File: src/rtl/uart_tx_arbiter_if.sv
// rtl/uart_tx_arbiter_if.sv - requester byte streams and UART TX FIFO write port bundle
interface uart_tx_arbiter_if #(
  parameter int N_REQ = 2
);
  localparam int GW = (N_REQ > 1) ? $clog2(N_REQ) : 1;

  logic [N_REQ-1:0]   req_valid;
  logic [8*N_REQ-1:0] req_data;
  logic [N_REQ-1:0]   req_last;
  logic [N_REQ-1:0]   req_ready;
  logic               uart_tx_ready;
  logic               uart_wen;
  logic [7:0]         uart_wdata;
  logic [GW-1:0]      grant_id;
  logic               busy;

  modport master (
    input  req_valid, req_data, req_last, uart_tx_ready,
    output req_ready, uart_wen, uart_wdata, grant_id, busy
  );

  modport slave (
    output req_valid, req_data, req_last, uart_tx_ready,
    input  req_ready, uart_wen, uart_wdata, grant_id, busy
  );
endinterface

File: src/rtl/uart_tx_arbiter.sv
// rtl/uart_tx_arbiter.sv - round-robin, message-granular arbiter sharing one UART TX FIFO
module uart_tx_arbiter #(
  parameter int N_REQ        = 2,
  parameter int MAX_BURST    = 16,
  parameter int HOLD_TIMEOUT = 64
) (
  input  logic              hb_clk,
  input  logic              rst,
  uart_tx_arbiter_if.master bus
);
  localparam int GW = (N_REQ > 1) ? $clog2(N_REQ) : 1;

  typedef enum logic [1:0] {IDLE, XFER, GAP, REL} state_e;

  state_e        state_q, state_d;
  logic [GW-1:0] grant_q, grant_d;
  logic [GW-1:0] last_q, last_d;
  logic [7:0]    burst_q, burst_d;
  logic [7:0]    idle_q, idle_d;
  logic [7:0]    wdata_q, wdata_d;
  logic          wen_q, wen_d;

  logic [GW-1:0] rr_pick;
  logic          rr_found;
  logic          cur_valid;
  logic          cur_last;
  logic [7:0]    cur_data;
  logic          accept;
  int            idx;

  // Search starts one past the last served requester; wrap is done by subtraction so any N_REQ works.
  always_comb begin
    rr_pick  = last_q;
    rr_found = 1'b0;
    idx      = 0;
    for (int k = 1; k <= N_REQ; k++) begin
      idx = int'(last_q) + k;
      if (idx >= N_REQ) idx = idx - N_REQ;
      if (!rr_found && bus.req_valid[idx]) begin
        rr_found = 1'b1;
        rr_pick  = GW'(idx);
      end
    end
  end

  assign cur_valid = bus.req_valid[grant_q];
  assign cur_last  = bus.req_last[grant_q];
  assign cur_data  = bus.req_data[{grant_q, 3'b000} +: 8];
  assign accept    = (state_q == XFER) && cur_valid && bus.uart_tx_ready;

  always_comb begin
    state_d       = state_q;
    grant_d       = grant_q;
    last_d        = last_q;
    burst_d       = burst_q;
    idle_d        = idle_q;
    wen_d         = 1'b0;
    wdata_d       = wdata_q;
    bus.req_ready = '0;
    case (state_q)
      IDLE: begin
        if (rr_found) begin
          grant_d = rr_pick;
          burst_d = '0;
          idle_d  = '0;
          state_d = XFER;
        end
      end
      XFER: begin
        bus.req_ready[grant_q] = bus.uart_tx_ready;
        if (accept) begin
          wen_d   = 1'b1;
          wdata_d = cur_data;
          burst_d = burst_q + 8'd1;
          idle_d  = '0;
          state_d = (cur_last || burst_q == 8'(MAX_BURST - 1)) ? REL : GAP;
        end else if (!cur_valid) begin
          // Only a silent requester counts toward the timeout; FIFO back-pressure does not.
          idle_d = idle_q + 8'd1;
          if (idle_q == 8'(HOLD_TIMEOUT - 1)) state_d = REL;
        end
      end
      GAP: state_d = XFER;
      REL: begin
        last_d  = grant_q;
        state_d = IDLE;
      end
      default: state_d = IDLE;
    endcase
  end

  always_ff @(posedge hb_clk or posedge rst) begin
    if (rst) begin
      state_q <= IDLE;
      grant_q <= '0;
      last_q  <= GW'(N_REQ - 1);
      burst_q <= '0;
      idle_q  <= '0;
      wen_q   <= 1'b0;
      wdata_q <= '0;
    end else begin
      state_q <= state_d;
      grant_q <= grant_d;
      last_q  <= last_d;
      burst_q <= burst_d;
      idle_q  <= idle_d;
      wen_q   <= wen_d;
      wdata_q <= wdata_d;
    end
  end

  assign bus.uart_wen   = wen_q;
  assign bus.uart_wdata = wdata_q;
  assign bus.grant_id   = grant_q;
  assign bus.busy       = (state_q != IDLE);
endmodule
File: src/flat_wrapper.sv
// flat-port wrapper written by rule: the top's interface ports become plain ports
module uart_tx_arbiter_flat 
#(
  parameter int N_REQ        = 2,
  parameter int MAX_BURST    = 16,
  parameter int HOLD_TIMEOUT = 64
)
  (hb_clk, rst, bus_req_valid, bus_req_data, bus_req_last, bus_uart_tx_ready, bus_req_ready, bus_uart_wen, bus_uart_wdata, bus_grant_id, bus_busy);
  uart_tx_arbiter_if #(.N_REQ(N_REQ)) bus_i ();
  input  logic hb_clk;
  input  logic rst;
  input wire logic [$bits(bus_i.req_valid)-1:0] bus_req_valid;
  input wire logic [$bits(bus_i.req_data)-1:0] bus_req_data;
  input wire logic [$bits(bus_i.req_last)-1:0] bus_req_last;
  input wire logic [$bits(bus_i.uart_tx_ready)-1:0] bus_uart_tx_ready;
  output wire logic [$bits(bus_i.req_ready)-1:0] bus_req_ready;
  output wire logic [$bits(bus_i.uart_wen)-1:0] bus_uart_wen;
  output wire logic [$bits(bus_i.uart_wdata)-1:0] bus_uart_wdata;
  output wire logic [$bits(bus_i.grant_id)-1:0] bus_grant_id;
  output wire logic [$bits(bus_i.busy)-1:0] bus_busy;
  assign bus_i.req_valid = bus_req_valid;
  assign bus_i.req_data = bus_req_data;
  assign bus_i.req_last = bus_req_last;
  assign bus_i.uart_tx_ready = bus_uart_tx_ready;
  assign bus_req_ready = bus_i.req_ready;
  assign bus_uart_wen = bus_i.uart_wen;
  assign bus_uart_wdata = bus_i.uart_wdata;
  assign bus_grant_id = bus_i.grant_id;
  assign bus_busy = bus_i.busy;
  uart_tx_arbiter #(.N_REQ(N_REQ), .MAX_BURST(MAX_BURST), .HOLD_TIMEOUT(HOLD_TIMEOUT)) u_core (.hb_clk(hb_clk), .rst(rst), .bus(bus_i));
endmodule
File: config.mk
export PLATFORM = sky130hd
export DESIGN_NAME = uart_tx_arbiter_flat
export DESIGN_NICKNAME = d
export VERILOG_FILES = /design/src/rtl/uart_tx_arbiter_if.sv /design/src/rtl/uart_tx_arbiter.sv /design/src/flat_wrapper.sv
export SDC_FILE = /design/constraint.sdc
export NUM_CORES = 1
export LEC_CHECK = 0
export CAP_MARGIN = 20
export CELL_PAD_IN_SITES_DETAIL_PLACEMENT = 1
export CELL_PAD_IN_SITES_GLOBAL_PLACEMENT = 2
export CORE_MARGIN = 10
export CORE_UTILIZATION = 33
export CTS_BUF_LIST = sky130_fd_sc_hd__clkbuf_8
export CTS_CLUSTER_DIAMETER = 60
export DETAILED_ROUTE_END_ITERATION = 16
export MAX_ROUTING_LAYER = met4
export PLACE_DENSITY = 0.84
export SLEW_MARGIN = 15
export SYNTH_ARGS = -nofsm -noshare
export SYNTH_HDL_FRONTEND = slang
export SYNTH_SLANG_ARGS = --single-unit
File: constraint.sdc
create_clock -name hb_clk -period 3.8 [get_ports hb_clk]
set_input_delay 0.76 -clock hb_clk [delete_from_list [all_inputs] [get_ports hb_clk]]
set_output_delay 0.76 -clock hb_clk [all_outputs]
set_load 0.05 [all_outputs]
==> impl_results.md <==
- Worst hold path class: flop to flop
- Final WS setup: 476 ps
- Ant. Diodes: 0
- Critical path buffers and inverters: 3
- Antenna viol nets, final: 0
- CTS resizes: 0
- Reg-to-reg endpoint: u_core.burst_q[7]
- CP peak stage delay: 850 ps
- CP dominant cell by count: clkdlybuf4s50_1
- Initial DRC Count: 48
- Drt total wl: 4.26 mm
- Global route overflow: 0
- Share of layout cells above drive strength 1: 0.0677
- R2R Setup Slk: 1500 ps
- I/O pin total: 36
- Setup Viol. Count Final: 0
- Total GRT Usage: 0.122
- CTS tree: done
- Worst slew pin tran: 748 ps
- Via count: 1321
- Ys Warns: 0
- Multi-input logic area: 708 sq um
- Layout area overhead: 32.9%
- Cell Pwr Density: 767 nW/um^2
- H-tree depth: 2
- DP Wirelength: 3.31 mm
- Post-synthesis sequential area ratio: 0.486
- End point of the critical path: bus_req_ready[0]
- Chip Height: 87.3 um
- Final Hold Fails: 0
- CP endpoint kind: primary output
- Cell depth of the worst hold path: 2
- Setup crit start: bus_uart_tx_ready
- Reg2reg path depth: 5
- Die width: 87.3 um
- Die ar.: 7630 sq um
- Drt via density: 5.41
- FF+latch count, synth: 29
- Crit path max fanout: 9
- Detailed-router iteration count before antenna repair: 4
- Post-synth EDFFs: 0
- Initial antenna violation count: 0
- Critical-path cell list: clkdlybuf4s50_1 > inv_1 > nor3_1 > clkdlybuf4s50_1
- # hold bufs at CTS: 0
- Clock latency on the worst-skew pair: 280 ps
- Total CTS buffers: 5
- Worst setup SP type: input port
- Final GP Congestion: about 0.75
- Final period utilization: 0.875
- Outcome: finished, final reports clean
- Vias in the first global route: 1437
- Fillers: approximately 500
- Synth area leader: dfrtp_1
- Netlist cell types: 37
- Max-slew violations: 0
- Register area: around 730 sq um
- Crit path time final: 3320 ps
- Synth Flop Type: dfrtp_1
- Worst-case clock buffer depth: 2
- DR WL/cell: approximately 17 um
- Clock root buffer: clkbuf_8
- CTS clk-pin slew, worst paths: 60 ps
- Core ar.: 4380 sq um
- Largest net degree at the start of global routing: 19
- Lkg Pwr: roughly 0.91 nW
- Critical path's top delay family: buffers and inverters
- Synth Area per Inst: 9.78 sq um
- Arrival time worst endpoint: 2560 ps
- Area share of the largest cell type after synthesis: 0.468
- Placed cell area: 1900 sq um
- Count leader, synth: dfrtp_1
- Area contributors post-synth: dfrtp_1 47%, mux2i_1 10%, o21ai_0 6.0%
- Starting Density: 0.341
- Final instance area: 1990 sq um
- FFs w/ async S/R, synth: 1.00
- Clock skew: 6.85 ps
- Crit path kind: input port to primary output
- Fmax: 0.301 GHz
- Required @ worst endpoint: 3040 ps
- Max_cap viols: 0
- Slew headroom: 0.501
- Unrepaired setup endpoints after global routing: false
- Post-CTS setup buffers: 0
- Post-Syn Area: 1500 sq um
- Setup TNS Final: 0 ps
- Post-synth top cells: 28 x dfrtp_1, 21 x nand2_1, 18 x o21ai_0
- Cell Rows: 24
- # port buffers: 35
- Place WS: 487 ps
- Mapped Cells: 153
- Final Total Pwr: 1.53 mW
- Crit-path slowest cell: clkdlybuf4s50_1
- Clk sink count: 29
- Worst r2r src: u_core.bus.grant_id
- First-pass GRT wire length: 7.18 mm
- Residual DRC: 0
- Max VDD drop: slightly below 0.4 mV
- Post-Syn Nets: 178
- Nets: 216
- Stages on worst setup path: 4
-- cell families (layout without fill, tap and decap cells) --
family,count (synthesis),in the layout,synth area share
flops,29,29,0.486
compound gates,39,39,0.157
simple gates,51,51,0.171
fa+ha+maj,2,2,0.0167
buf+inv,14,53,0.0410
mux,18,18,0.128
-- cell usage in the layout, fill, tap and decap left out, drive strengths merged, types with 2 or more instances in the layout --
cell type / n
ha: 2
nor3: 3
inv: 10
a31oi: 5
nor2: 4
a41oi: 2
mux2: 3
dfrtp: 28
nand3: 5
nand2b: 3
nand2: 21
nand4: 4
and3: 5
mux2i: 15
clkbuf: 6
clkdlybuf4s50: 35
and2: 2
a21oi: 6
a211oi: 2
o21ai: 19
-- power breakdown --
| part | switching (mW) | internal [mW] | leakage [nW] | total (mW) |
|---|---|---|---|---|
| registers | 0.116 | 0.412 | 0.370 | 0.528 |
| clock network | 0.115 | 0.142 | 0.0538 | 0.257 |
| logic | 0.458 | 0.282 | 0.484 | 0.740 |
| total | 0.689 | 0.836 | 0.908 | 1.53 |
-- registers in the layout (all words and copies together) (netlist names) --
register	count
u_core.state_q	2
u_core.burst_q	8
u_core.bus.uart_wen	1
u_core.bus.uart_wdata	8
u_core.bus.grant_id	1
u_core.last_q	1
u_core.idle_q	8
-- worst min path at each step --
stage,from,to,slack [ps]
after floorplan,u_core.idle_q[2],u_core.idle_q[2],440
after global placement,u_core.burst_q[7],u_core.burst_q[7],460
after detailed placement,u_core.bus.uart_wdata[1],u_core.bus.uart_wdata[1],480
after CTS,u_core.bus.uart_wdata[1],u_core.bus.uart_wdata[1],490
after global routing,u_core.bus.uart_wdata[4],u_core.bus.uart_wdata[4],530
final,u_core.bus.uart_wdata[1],u_core.bus.uart_wdata[1],480
-- metal layers --
layer / track usage / wire length [um] / vias to the layer above
met5: - / 0 / -
met4: 0.0609 / 100 / 0
met3: 0.0234 / 96 / 9
met2: 0.202 / 2230 / 23
met1: 0.137 / 1830 / 661
li1: - / - / 628
-- worst min-delay path, stage by stage (launching register included) --
cell	delay, ps
dfrtp_1	350
nand2_1	50
o21ai_0	60
-- metrics by stage --
step | util | hold slack, ps | instances
floorplan | - | 443 | 153
global placement | 0.430 | 464 | 235
detailed placement | 0.433 | 478 | 236
CTS | 0.454 | 494 | 244
global route | 0.454 | 535 | 244
finish | 0.454 | 484 | 244
-- area by class of cell --
type,instances,area share
Clock buffer,6,0.0415
Clock inverter,2,0.00377
Inverter,9,0.0170
Multi-Input combinational cell,110,0.356
Sequential cell,29,0.365
Tap cell,52,0.0327
Timing Repair Buffer,36,0.184
No activity file was read; power rests on OpenSTA's default activity.
==> variant 1, RTL diff (same settings) <==
The 4 states of `state_e` get a Gray code encoding in 2 bits.
--- a/src/rtl/uart_tx_arbiter.sv
+++ b/src/rtl/uart_tx_arbiter.sv
@@ -10,7 +10,7 @@
 );
   localparam int GW = (N_REQ > 1) ? $clog2(N_REQ) : 1;
 
-  typedef enum logic [1:0] {IDLE, XFER, GAP, REL} state_e;
+  typedef enum logic [1:0] {IDLE = 2'b00, XFER = 2'b01, GAP = 2'b11, REL = 2'b10} state_e;
 
   state_e        state_q, state_d;
   logic [GW-1:0] grant_q, grant_d;
Formal check against the unedited RTL: same outputs for any inputs over 10 cycles, from zero or initial values and one cycle with rst high; not proved beyond that.
==> variant 1 against the original RTL <==
  * Global-route usage decreased by 0.42 points
  * Wire length is 2.5% lower
  * Sequential cell count unchanged
  * Utilization about the same
  * Largest power group unchanged
  * Synthesized cell count unchanged
  * Register-to-register slack got worse by 0.07 ns
  * Area after synthesis fell by 0.33%
  * Worst setup slack better by 0.060 ns
  * Power shrank 4.3%
  * Final area shrank 0.75%
==> variant 1: results (changes against the original RTL) <==
Outcome
  • Outcome: finished clean

Detailed routing
  • Via density: 5.52 (+1.9%)
  • Avg WL per Cell: 17.1 microns (-2.1%)
  • Drt initial violations: 73 (+52%)
  • Drt total wl: 4150 microns (-2.5%)

Synth
  • Compound-Gate Fraction of Synth Area: 17.2% (+1.5 points)
  • Mux contribution to synthesized area: 10.8% (-2.0 points)
  • Register area share after synthesis: 48.7% (+0.16 points)
  • Post-synth top cells: dfrtp_1, nand2_1, o21ai_0
  • Adder-Cell Fraction of Synth Area: 1.68% (+0.0056 points)

Pwr
  • P_sw: 0.656 mW (-4.8%)
  • Lkg Pwr: 0.871 nW (-4.0%)
  • Peak supply drop: 294 uV (-24%)
  • P_seq: 0.500 mW (-5.3%)

GRT
  • Vias in the first global route: 1,475 (+2.6%)
  • Pin count of the biggest net entering global routing: 22 (+3)
  • GR Util met1: 12.7% (-0.96 points)
  • Met2 GRT Util: 19.1% (-1.1 points)

Placed design
  • GP Congestion: 0.831 (+11%)
  • Post-DP HPWL: 3210 microns (-3.0%)
  • Inst Count DP: 235 (-0.42%)

Worst setup path
  • Worst reg2reg endpoint: u_core.burst_q[5]
  • CP Data Arrival Time: 2.50 ns (-0.06 ns)

Worst hold path
  • HP Start: u_core.bus.uart_wdata[3]

Timing
  • Setup Skew: 0.00348 ns (-0.00338 ns)
  • Worst Tran Pin Value: 0.839 ns (+0.0916 ns)

Cells and area
  • Final nets: 215 (-0.46%)
variant 1: cell types whose count changed in the layout (fill, tap and decap cells not counted), moves of 2 or more:
cell,delta
buf_4,+2
mux2i_1,-3
nand2_1,-3
nand3_1,+5
o31ai_1,+2
variant 1: critical path, delay by kind of cell:
| kind | cells | cell delay, ns |
|---|---|---|
| buffers and inverters | 3 | 1.55 |
| AND/OR/NAND/NOR | 1 | 0.18 |
variant 1: per-stage QoR:
step / area (sq um) / setup slack (ns)
after floorplan: 1490 / 0.895
after global placement: 1880 / 0.539
after detailed placement: 1880 / 0.541
after CTS: 1970 / 0.519
after global routing: 1970 / 0.424
final: 1970 / 0.536
variant 1: area by class of cell:
cell class / count / area, sq um / share of cell area, %
inverters: 7 / 26.3 / 1.33
well taps: 52 / 65.1 / 3.30
repair buffers: 37 / 365 / 18.5
multi-input cells: 110 / 701 / 35.5
flip-flops and latches: 29 / 727 / 36.8
clock buffers: 6 / 82.6 / 4.18
clock inverters: 2 / 7.51 / 0.380
==> variant 2, RTL diff (same settings) <==
Made on the original files. `N_REQ` is set to 2 in 3 places; all go to 4.
--- a/src/rtl/uart_tx_arbiter_if.sv
+++ b/src/rtl/uart_tx_arbiter_if.sv
@@ -1,6 +1,6 @@
 // rtl/uart_tx_arbiter_if.sv - requester byte streams and UART TX FIFO write port bundle
 interface uart_tx_arbiter_if #(
-  parameter int N_REQ = 2
+  parameter int N_REQ = 4
 );
   localparam int GW = (N_REQ > 1) ? $clog2(N_REQ) : 1;
 
--- a/src/rtl/uart_tx_arbiter.sv
+++ b/src/rtl/uart_tx_arbiter.sv
@@ -1,6 +1,6 @@
 // rtl/uart_tx_arbiter.sv - round-robin, message-granular arbiter sharing one UART TX FIFO
 module uart_tx_arbiter #(
-  parameter int N_REQ        = 2,
+  parameter int N_REQ        = 4,
   parameter int MAX_BURST    = 16,
   parameter int HOLD_TIMEOUT = 64
 ) (
--- a/src/flat_wrapper.sv
+++ b/src/flat_wrapper.sv
@@ -1,7 +1,7 @@
 // flat-port wrapper written by rule: the top's interface ports become plain ports
 module uart_tx_arbiter_flat 
 #(
-  parameter int N_REQ        = 2,
+  parameter int N_REQ        = 4,
   parameter int MAX_BURST    = 16,
   parameter int HOLD_TIMEOUT = 64
 )
Interface: changed (5 resized); port bits go from 36 to 59. The function was not compared with the original's and may differ.
==> variant 2 against the original RTL <==
  * Sequential cell count is 2 higher
  * Area after synthesis is 20% higher
  * Wire length is 37% higher
  * Maximum frequency is 14% higher
  * Final area is 26% higher
  * Combinational power is 28% higher
  * Clock power is 6% lower
  * Worst setup slack better by 0.41 ns
  * Power is 14% higher
  * Critical path type is now primary input to register
  * Largest power group unchanged
  * Highest routed layer unchanged
==> variant 2: results (changes against the original RTL) <==
Cells and area
  • Inverter count: 7 (-2)
  • Final instance count without filler cells: 306 (+25%)
  • Non-clk bufs: 61 (+69%)
  • Final nets: 280 (+30%)
  • Clk tree area frac: 3.24% (-1.3 points)
  • Non-clock buffering overhead: 23.7% (+5.3 points)
  • Area of the multi-input gates: 941 sq um (+33%)

Worst setup path
  • CP max stage cell: mux4_2
  • Cell family with most CP delay: multiplexers
  • CP required: 4.00 ns (+0.96 ns)
  • Flop2flop setup slack: 1.29 ns (-0.21 ns)

Outcome
  • Outcome: finished clean

Synth
  • Adder-Cell Fraction of Synth Area: 1.40% (-0.28 points)
  • Synth Net Count: 222 (+25%)
  • Compound-Gate Fraction of Synth Area: 10.2% (-5.5 points)
  • Post-synth top cells: dfrtp_1, nand2_1, nor2_1
  • Distinct cells, synth: 40 (+8.1%)
  • Register area share after synthesis: 43.4% (-5.1 points)
  • Syn_area_per_cell: 10.1 sq um (+3.5%)
  • Post-synthesis xor/xnor area fraction: 1.96% (+2.0 points)
  • Dominant cells by area after synthesis: dfrtp_1, mux4_2, mux2_2, nand2_1, o21ai_0

Detailed routing
  • Via density: 5.28 (-2.5%)
  • Wire length on met2: 3450 microns (+54%)
  • Drt total wl: 5840 microns (+37%)
  • Drt initial violations: 34 (-29%)
  • Wire length on met3: 148 microns (+54%)

Placed design
  • DP Area: 2430 sq um (+28%)
  • Post-DP HPWL: 4700 microns (+42%)
  • Inst Count DP: 298 (+26%)
  • Port Buffers: 58 (+66%)
  • DP Worst Slack: 0.602 ns (+0.115 ns)

Pwr
  • P_sw: 0.794 mW (+15%)
  • Peak supply drop: 273 uV (-30%)
  • Lkg Pwr: 1.03 nW (+13%)
  • P per Cell Area: 692 nW/um^2 (-9.7%)

Timing
  • Worst Hold Slack: 0.510 ns (+0.0264 ns)
  • Relative slew slack: 44.7% (-5.4 points)
  • Crit share post-route: 76.7% (-11 points)

GRT
  • Vias in the first global route: 1,783 (+24%)
  • First-pass GRT wire length: 9300 microns (+30%)
variant 2: cell count changes in the layout (fill, tap and decap cells not counted), moves of 7 or more:
cell / unedited run / this run
buf_4: 0 / 7
mux2_2: 1 / 9
clkdlybuf4s50_1: 35 / 54
mux2i_1: 15 / 1
nor2_1: 3 / 13
mux4_2: 0 / 10
variant 2: path summary, 6_finish.rpt:
kind                                     startpoint                  endpoint  cells after the start
max                                bus_req_valid[3]          u_core.idle_q[7]                      5
min in group asynchronous                       rst  u_core.bus.uart_wdata[4]                      3
max in group asynchronous                       rst          u_core.last_q[0]                      3
min reg2reg                u_core.bus.uart_wdata[5]  u_core.bus.uart_wdata[5]                      1
min                        u_core.bus.uart_wdata[5]  u_core.bus.uart_wdata[5]                      1
max reg2reg                  u_core.bus.grant_id[1]          u_core.idle_q[7]                      4
